$ cat src/rtl/z80_pkg.sv
`default_nettype none
// +----------------------------------------------------------------------+
// | z80_pkg : shared constants and types for the Z80 bus tracer          |
// | Revision: 1.0                                                        |
// +----------------------------------------------------------------------+
package z80_pkg;

  // Bus-cycle type codes; bit 1 = I/O space, bit 0 = write.
  localparam logic [1:0] MEM_RD = 2'b00;
  localparam logic [1:0] MEM_WR = 2'b01;
  localparam logic [1:0] IO_RD  = 2'b10;
  localparam logic [1:0] IO_WR  = 2'b11;

  localparam int TRACE_W = 26;

  typedef enum logic [1:0] {
    DISARMED  = 2'd0,
    ARMED     = 2'd1,
    TRIGGERED = 2'd2
  } tracer_state_t;

endpackage
`default_nettype wire

$ cat src/rtl/trace_fifo.sv
`default_nettype none
// +----------------------------------------------------------------------+
// | trace_fifo : first-word-fall-through FIFO with sticky overflow flag  |
// | Revision: 1.0                                                        |
// +----------------------------------------------------------------------+
module trace_fifo #(
  parameter int DEPTH = 16,
  parameter int WIDTH = 26
) (
  input  logic                     clk,
  input  logic                     reset_n,
  input  logic                     clear,
  input  logic                     push,
  input  logic [WIDTH-1:0]         din,
  input  logic                     pop,
  output logic [WIDTH-1:0]         dout,
  output logic                     empty,
  output logic                     full,
  output logic [$clog2(DEPTH):0]   count,
  output logic                     overflow
);
  localparam int AW = $clog2(DEPTH);

  logic [WIDTH-1:0] r_mem [DEPTH];
  logic [AW-1:0]    r_wr_ptr;
  logic [AW-1:0]    r_rd_ptr;
  logic [AW:0]      r_count;
  logic             r_overflow;

  logic w_empty;
  logic w_full;
  logic w_do_pop;
  logic w_do_push;

  assign w_empty   = (r_count == '0);
  assign w_full    = (r_count == (AW+1)'(DEPTH));
  // A pop frees a slot in the same cycle, so a full FIFO still accepts a push alongside it.
  assign w_do_pop  = pop & ~w_empty & ~clear;
  assign w_do_push = push & (~w_full | w_do_pop) & ~clear;

  always_ff @(posedge clk) begin
    if (w_do_push) r_mem[r_wr_ptr] <= din;
  end

  always_ff @(posedge clk or negedge reset_n) begin
    if (!reset_n) begin
      r_wr_ptr   <= '0;
      r_rd_ptr   <= '0;
      r_count    <= '0;
      r_overflow <= 1'b0;
    end else if (clear) begin
      r_wr_ptr   <= '0;
      r_rd_ptr   <= '0;
      r_count    <= '0;
      r_overflow <= 1'b0;
    end else begin
      if (w_do_push) r_wr_ptr <= r_wr_ptr + AW'(1);
      if (w_do_pop)  r_rd_ptr <= r_rd_ptr + AW'(1);
      if (push && !w_do_push) r_overflow <= 1'b1;
      case ({w_do_push, w_do_pop})
        2'b10:   r_count <= r_count + (AW+1)'(1);
        2'b01:   r_count <= r_count - (AW+1)'(1);
        default: r_count <= r_count;
      endcase
    end
  end

  assign dout     = w_empty ? '0 : r_mem[r_rd_ptr];
  assign empty    = w_empty;
  assign full     = w_full;
  assign count    = r_count;
  assign overflow = r_overflow;

endmodule
`default_nettype wire

$ cat src/rtl/z80_bus_tracer.sv
`default_nettype none
// +----------------------------------------------------------------------+
// | z80_bus_tracer : captures Z80 bus cycles into a trace FIFO with      |
// |                  address breakpoints and a halt request              |
// | Revision: 1.0                                                        |
// +----------------------------------------------------------------------+
module z80_bus_tracer
  import z80_pkg::*;
#(
  parameter int DEPTH       = 16,
  parameter int NUM_BP      = 2,
  parameter int STOP_ON_HIT = 1
) (
  input  logic                                      clk,
  input  logic                                      reset_n,
  input  logic [15:0]                               address,
  input  logic [7:0]                                dbus_in,
  input  logic [7:0]                                dbus_out,
  input  logic                                      rd_n,
  input  logic                                      wr_n,
  input  logic                                      mreq_n,
  input  logic                                      iorq_n,
  input  logic                                      trace_en,
  input  logic                                      clear,
  input  logic [16*NUM_BP-1:0]                      bp_addr,
  input  logic [NUM_BP-1:0]                         bp_en,
  input  logic                                      pop,
  output logic [TRACE_W-1:0]                        tr_data,
  output logic                                      tr_empty,
  output logic                                      tr_full,
  output logic [$clog2(DEPTH):0]                    tr_count,
  output logic                                      overflow,
  output logic                                      hit,
  output logic [((NUM_BP > 1) ? $clog2(NUM_BP) : 1)-1:0] hit_index,
  output logic                                      halt_req
);
  localparam int IDX_W = (NUM_BP > 1) ? $clog2(NUM_BP) : 1;

  // Two-stage bus pipeline: stage 1 samples the pins, stage 2 holds the last in-cycle values.
  logic [15:0] r_addr,   r_addr_d;
  logic [7:0]  r_din,    r_din_d;
  logic [7:0]  r_dout,   r_dout_d;
  logic        r_rd_n,   r_wr_n,   r_mreq_n,   r_iorq_n;
  logic        r_wr_n_d, r_mreq_n_d, r_iorq_n_d;
  logic        r_strobe_d;
  logic        r_vld, r_vld_d;
  logic        r_in_cycle;

  logic              w_strobe, w_fall, w_rise, w_cap;
  logic [1:0]        w_type;
  logic [TRACE_W-1:0] w_entry;

  assign w_strobe = r_rd_n & r_wr_n;
  // A fall counts only if both samples came from the live bus, which discards cycles cut by reset.
  assign w_fall   = r_vld_d & r_strobe_d & ~w_strobe;
  assign w_rise   = ~r_strobe_d & w_strobe;
  assign w_cap    = w_rise & r_in_cycle & ~(r_mreq_n_d & r_iorq_n_d);

  always_ff @(posedge clk or negedge reset_n) begin
    if (!reset_n) begin
      r_addr     <= '0;  r_din    <= '0;  r_dout   <= '0;
      r_rd_n     <= 1'b1; r_wr_n  <= 1'b1; r_mreq_n <= 1'b1; r_iorq_n <= 1'b1;
      r_addr_d   <= '0;  r_din_d  <= '0;  r_dout_d <= '0;
      r_wr_n_d   <= 1'b1; r_mreq_n_d <= 1'b1; r_iorq_n_d <= 1'b1;
      r_strobe_d <= 1'b1;
      r_vld      <= 1'b0;
      r_vld_d    <= 1'b0;
      r_in_cycle <= 1'b0;
    end else begin
      r_addr     <= address;  r_din   <= dbus_in; r_dout   <= dbus_out;
      r_rd_n     <= rd_n;     r_wr_n  <= wr_n;    r_mreq_n <= mreq_n; r_iorq_n <= iorq_n;
      r_addr_d   <= r_addr;   r_din_d <= r_din;   r_dout_d <= r_dout;
      r_wr_n_d   <= r_wr_n;   r_mreq_n_d <= r_mreq_n; r_iorq_n_d <= r_iorq_n;
      r_strobe_d <= w_strobe;
      r_vld      <= 1'b1;
      r_vld_d    <= r_vld;
      if (w_fall)      r_in_cycle <= 1'b1;
      else if (w_rise) r_in_cycle <= 1'b0;
    end
  end

  always_comb begin
    w_type = MEM_RD;
    if (!r_iorq_n_d) w_type = r_wr_n_d ? IO_RD  : IO_WR;
    else             w_type = r_wr_n_d ? MEM_RD : MEM_WR;
  end

  assign w_entry = {w_type, r_addr_d, (r_wr_n_d ? r_din_d : r_dout_d)};

  logic             w_bp_match;
  logic [IDX_W-1:0] w_bp_idx;

  // Scan downwards so the lowest matching comparator is the one left standing.
  always_comb begin
    w_bp_match = 1'b0;
    w_bp_idx   = '0;
    for (int i = NUM_BP - 1; i >= 0; i--) begin
      if (bp_en[i] && (bp_addr[16*i +: 16] == r_addr_d)) begin
        w_bp_match = 1'b1;
        w_bp_idx   = IDX_W'(i);
      end
    end
  end

  tracer_state_t r_state, w_next;
  logic          w_push_ok, w_push, w_new_hit;

  assign w_push_ok = (r_state == ARMED) || ((r_state == TRIGGERED) && (STOP_ON_HIT == 0));
  assign w_push    = w_cap & w_push_ok;
  assign w_new_hit = w_cap & (r_state == ARMED) & w_bp_match;

  always_ff @(posedge clk or negedge reset_n) begin
    if (!reset_n) r_state <= DISARMED;
    else          r_state <= w_next;
  end

  always_comb begin
    w_next = r_state;
    if (clear) begin
      w_next = DISARMED;
    end else begin
      case (r_state)
        DISARMED:  if (trace_en) w_next = ARMED;
        ARMED: begin
          if (w_new_hit)     w_next = TRIGGERED;
          else if (!trace_en) w_next = DISARMED;
        end
        TRIGGERED: w_next = TRIGGERED;
        default:   w_next = DISARMED;
      endcase
    end
  end

  logic             r_hit;
  logic [IDX_W-1:0] r_hit_index;

  always_ff @(posedge clk or negedge reset_n) begin
    if (!reset_n) begin
      r_hit       <= 1'b0;
      r_hit_index <= '0;
    end else if (clear) begin
      r_hit       <= 1'b0;
      r_hit_index <= '0;
    end else if (w_new_hit && !r_hit) begin
      r_hit       <= 1'b1;
      r_hit_index <= w_bp_idx;
    end
  end

  trace_fifo #(
    .DEPTH (DEPTH),
    .WIDTH (TRACE_W)
  ) u_fifo (
    .clk      (clk),
    .reset_n  (reset_n),
    .clear    (clear),
    .push     (w_push),
    .din      (w_entry),
    .pop      (pop),
    .dout     (tr_data),
    .empty    (tr_empty),
    .full     (tr_full),
    .count    (tr_count),
    .overflow (overflow)
  );

  assign hit       = r_hit;
  assign hit_index = r_hit_index;
  assign halt_req  = r_hit;

endmodule
`default_nettype wire

$ cat config.mk
export PLATFORM = sky130hd
export DESIGN_NAME = z80_bus_tracer
export DESIGN_NICKNAME = d
export VERILOG_FILES = /design/src/rtl/z80_pkg.sv /design/src/rtl/trace_fifo.sv /design/src/rtl/z80_bus_tracer.sv
export SDC_FILE = /design/constraint.sdc
export NUM_CORES = 1
export LEC_CHECK = 0
export BUFFER_PORTS_ARGS = -buffer_cell sky130_fd_sc_hd__buf_2
export CORE_UTILIZATION = 49
export DETAILED_ROUTE_END_ITERATION = 10
export GPL_ROUTABILITY_DRIVEN = 0
export GPL_TIMING_DRIVEN = 0
export HOLD_SLACK_MARGIN = 0.03
export PLACE_DENSITY = 0.68
export SYNTH_ARGS = -nofsm -noshare
export SYNTH_HDL_FRONTEND = slang
export SYNTH_SLANG_ARGS = --single-unit
$ cat constraint.sdc
create_clock -name clk -period 4.2 [get_ports clk]
set_input_delay 0 -clock clk [delete_from_list [all_inputs] [get_ports clk]]
set_output_delay 0 -clock clk [all_outputs]
set_load 0.05 [all_outputs]
==> metrics.csv <==
metric;value;unit
status;complete, no violations;
CP max FO;10;
#FFs+latches synth;509;
post-DR wirelength/cell;24.5;um
via count of the first global-routing pass;10502;
IO Count;112;
Critical Path Start Type;register;
final antenna-violating net count;0;
Gate power share;21.4;%
met1 WL;18.9;mm
Syn Area/Cell;19.0;sq um
hold crit path type;in2reg;
via count;10330;
Final period util;78.4;%
RSZ-0062 raised after global routing;false;
Final Cell Area;23200;sq um
DR WL met2;21.2;mm
vias per cell;5.73;
Setup CP Type;reg2out;
clock power share;35.0;%
CP Capture Type;output port;
Hold-fix buffers, CTS;42;
Pwr Total;0.0129;W
Cell Rows;72;
Internal;0.00921;W
R2R depth;8;
sw frac;28.5;%
Overflow after GRT;0;
Tmin final;3290;ps
Net Switching;0.00367;W
clock buffer count from CTS;50;
Filler cells;2840;
Post-synth EDFFs;416;
Async SR Flop Fraction;18.3;%
Final WS setup;905;ps
maximum vdd drop;558;uV
Most used DFF post-synth;edfxtp_1;
Commonest cells post-synth;edfxtp_1 (416), mux2i_1 (105), dfrtp_1 (85);
count of final hold-check violations;0;
area leader, netlist;edfxtp_1;
share of cells above drive strength 1;25.0;%
DIE AREA;40500;sq um
Setup TNS;0;ps
Synth area leaders;edfxtp_1 (64%), dfrtp_1 (11%), mux4_2 (6.0%), mux2i_1 (5.4%), o221ai_1 (2.3%);
largest net degree at the start of global routing;64;
Seq/Total Area, Yosys;76.2;%
Met3 Wirelength;3.24;mm
dpl hpwl;28.2;mm
H-tree depth;2;
die height;201;um
Syn Nets;1105;
dpl cell area;21100;sq um
endpoints failing setup;0;
CP delay by family, top;buffers and inverters;
top-count cell post-synth;edfxtp_1;
CTS tree;yes;
DRT iter0 DRCs;956;
Seq pwr share;43.6;%
CP Data Required Time;4200;ps
DR DRC count;0;
maxcap violations;0;
first-pass GRT wire length;65.8;mm
Stages on worst setup path;8;
Yosys top cell area share;64.2;%
All-Layer GR Usage;22.3;%
ANT cells;0;
final wirelength;44.1;mm
f_max;303;MHz
YS warnings;0;
first drt pass iteration count;5;
Die X;201;um
Sinks on Clock Net;509;
initial antenna violation count;1;
worst-margin pin slew;1020;ps
CP bufs+invs;4;
Mapped Cells;1023;
worst path cell trace;buf_2 -> nand2b_1 -> clkbuf_1 -> clkbuf_1 -> o221ai_1 -> o22ai_1 -> a211oi_1 -> buf_2;
Slew Viols, Final;0;
Layout area overhead;19.0;%
Yosys cell types;54;
pre-CTS setup slack;1150;ps
Register Area;14800;sq um
hold_ws;72.0;ps
initial cell density of the core;50.0;%
cell count of the worst hold path;2;
worst skew pair latency;560;ps
multi-input logic area;4420;sq um
Largest stage delay, worst path;490;ps
Worst EP arrival;3290;ps
DR top layer;met4;
core outline area;38900;sq um
Netlist Area Pre-Place;19500;sq um
Clock Path Buffers;3;
Worst-path clk slew;60;ps
Pleak;7.74;nW
port bufs;111;
nets;1327;
Resize count post-CTS;0;
Post-CTS Setup Inserts;0;
pwr dens;556;nW/um^2
clk root buf;clkbuf_16;
Slew headroom;32.0;%
skew final;12.1;ps
critical-path cell with the highest stage delay;a211oi_1;
==> power groups by stage <==
stage	Combinational (W)	Clock (W)	Sequential [W]
finish	0.00275	0.00451	0.00562
global route	0.00291	0.00475	0.00563
CTS	0.00279	0.00456	0.00562
detailed placement	0.00275	0	0.00572
global placement	0.00271	0	0.00572
floorplan	0.00200	0	0.00573
==> registers in the layout, summed over array words and instances, names as in the netlist, 2 cells and up <==
signal	cells
r_addr	16
r_addr_d	16
r_din	8
r_din_d	8
r_dout	8
r_dout_d	8
r_state	2
u_fifo.count	5
u_fifo.r_mem	416
u_fifo.r_rd_ptr	4
u_fifo.r_wr_ptr	4
==> path summary, 6_finish.rpt <==
kind | startpoint | slack, ps | to
worst max register to register | r_wr_n | 1160 | u_fifo.r_mem[3][4]
worst max-delay path | u_fifo.r_rd_ptr[1] | 910 | tr_data[24]
min in group asynchronous | reset_n | 510 | r_din_d[2]
max in group asynchronous | reset_n | 3330 | r_wr_n
worst min register to register | r_addr[13] | 350 | r_addr_d[13]
worst min-delay path | address[1] | 70 | r_addr[1]
==> placed cells by master, fill, tap and decap left out, types with 10 or more instances in the layout <==
cell             n
o221ai_1        52
buf_2          116
buf_4           16
nor2_4          12
a211oi_1        28
buf_6           10
o22ai_1         26
dlygate4sd3_1   41
mux4_2          52
mux2i_1        105
nor2_1          15
nand2_1         43
xor2_1          11
edfxtp_1       416
dfrtp_1         85
xnor2_1         28
clkbuf_1        39
clkbuf_16       52
==> cell type report <==
| type | count | area share (%) |
|---|---|---|
| Tap cell | 518 | 2.80 |
| Multi-Input combinational cell | 451 | 19.1 |
| Timing Repair Buffer | 170 | 5.49 |
| Sequential cell | 509 | 64.0 |
| Clock inverter | 22 | 1.06 |
| Buffer | 52 | 1.17 |
| Clock buffer | 71 | 6.17 |
| Inverter | 11 | 0.184 |
==> through the flow <==
stage          utilization [%]  instances
2_1_floorplan                -       1023
4_1_cts                   59.5       1804
5_1_grt                   59.5       1804
6_report                  59.5       1804
3_5_place_dp              54.1       1669
3_3_place_gp              53.1       1652
==> metal layers <==
metal / global-route usage, % / up-vias
met5: 0 / -
met4: 5.41 / 0
met3: 4.16 / 52
met2: 35.9 / 405
met1: 31.6 / 5323
li1: - / 4550
==> logic make-up (layout without fill, tap and decap cells) <==
group,count (synthesis),count (layout),synth area share (%)
flops,509,509,76.2
mux,166,166,12.0
compound gates,130,130,5.18
simple gates,108,108,2.80
buf+inv,63,326,1.61
xor+xnor,39,39,1.76
fa+ha+maj,7,7,0.450
other cells,1,1,0.0193
No activity file was read; power rests on OpenSTA's default activity.
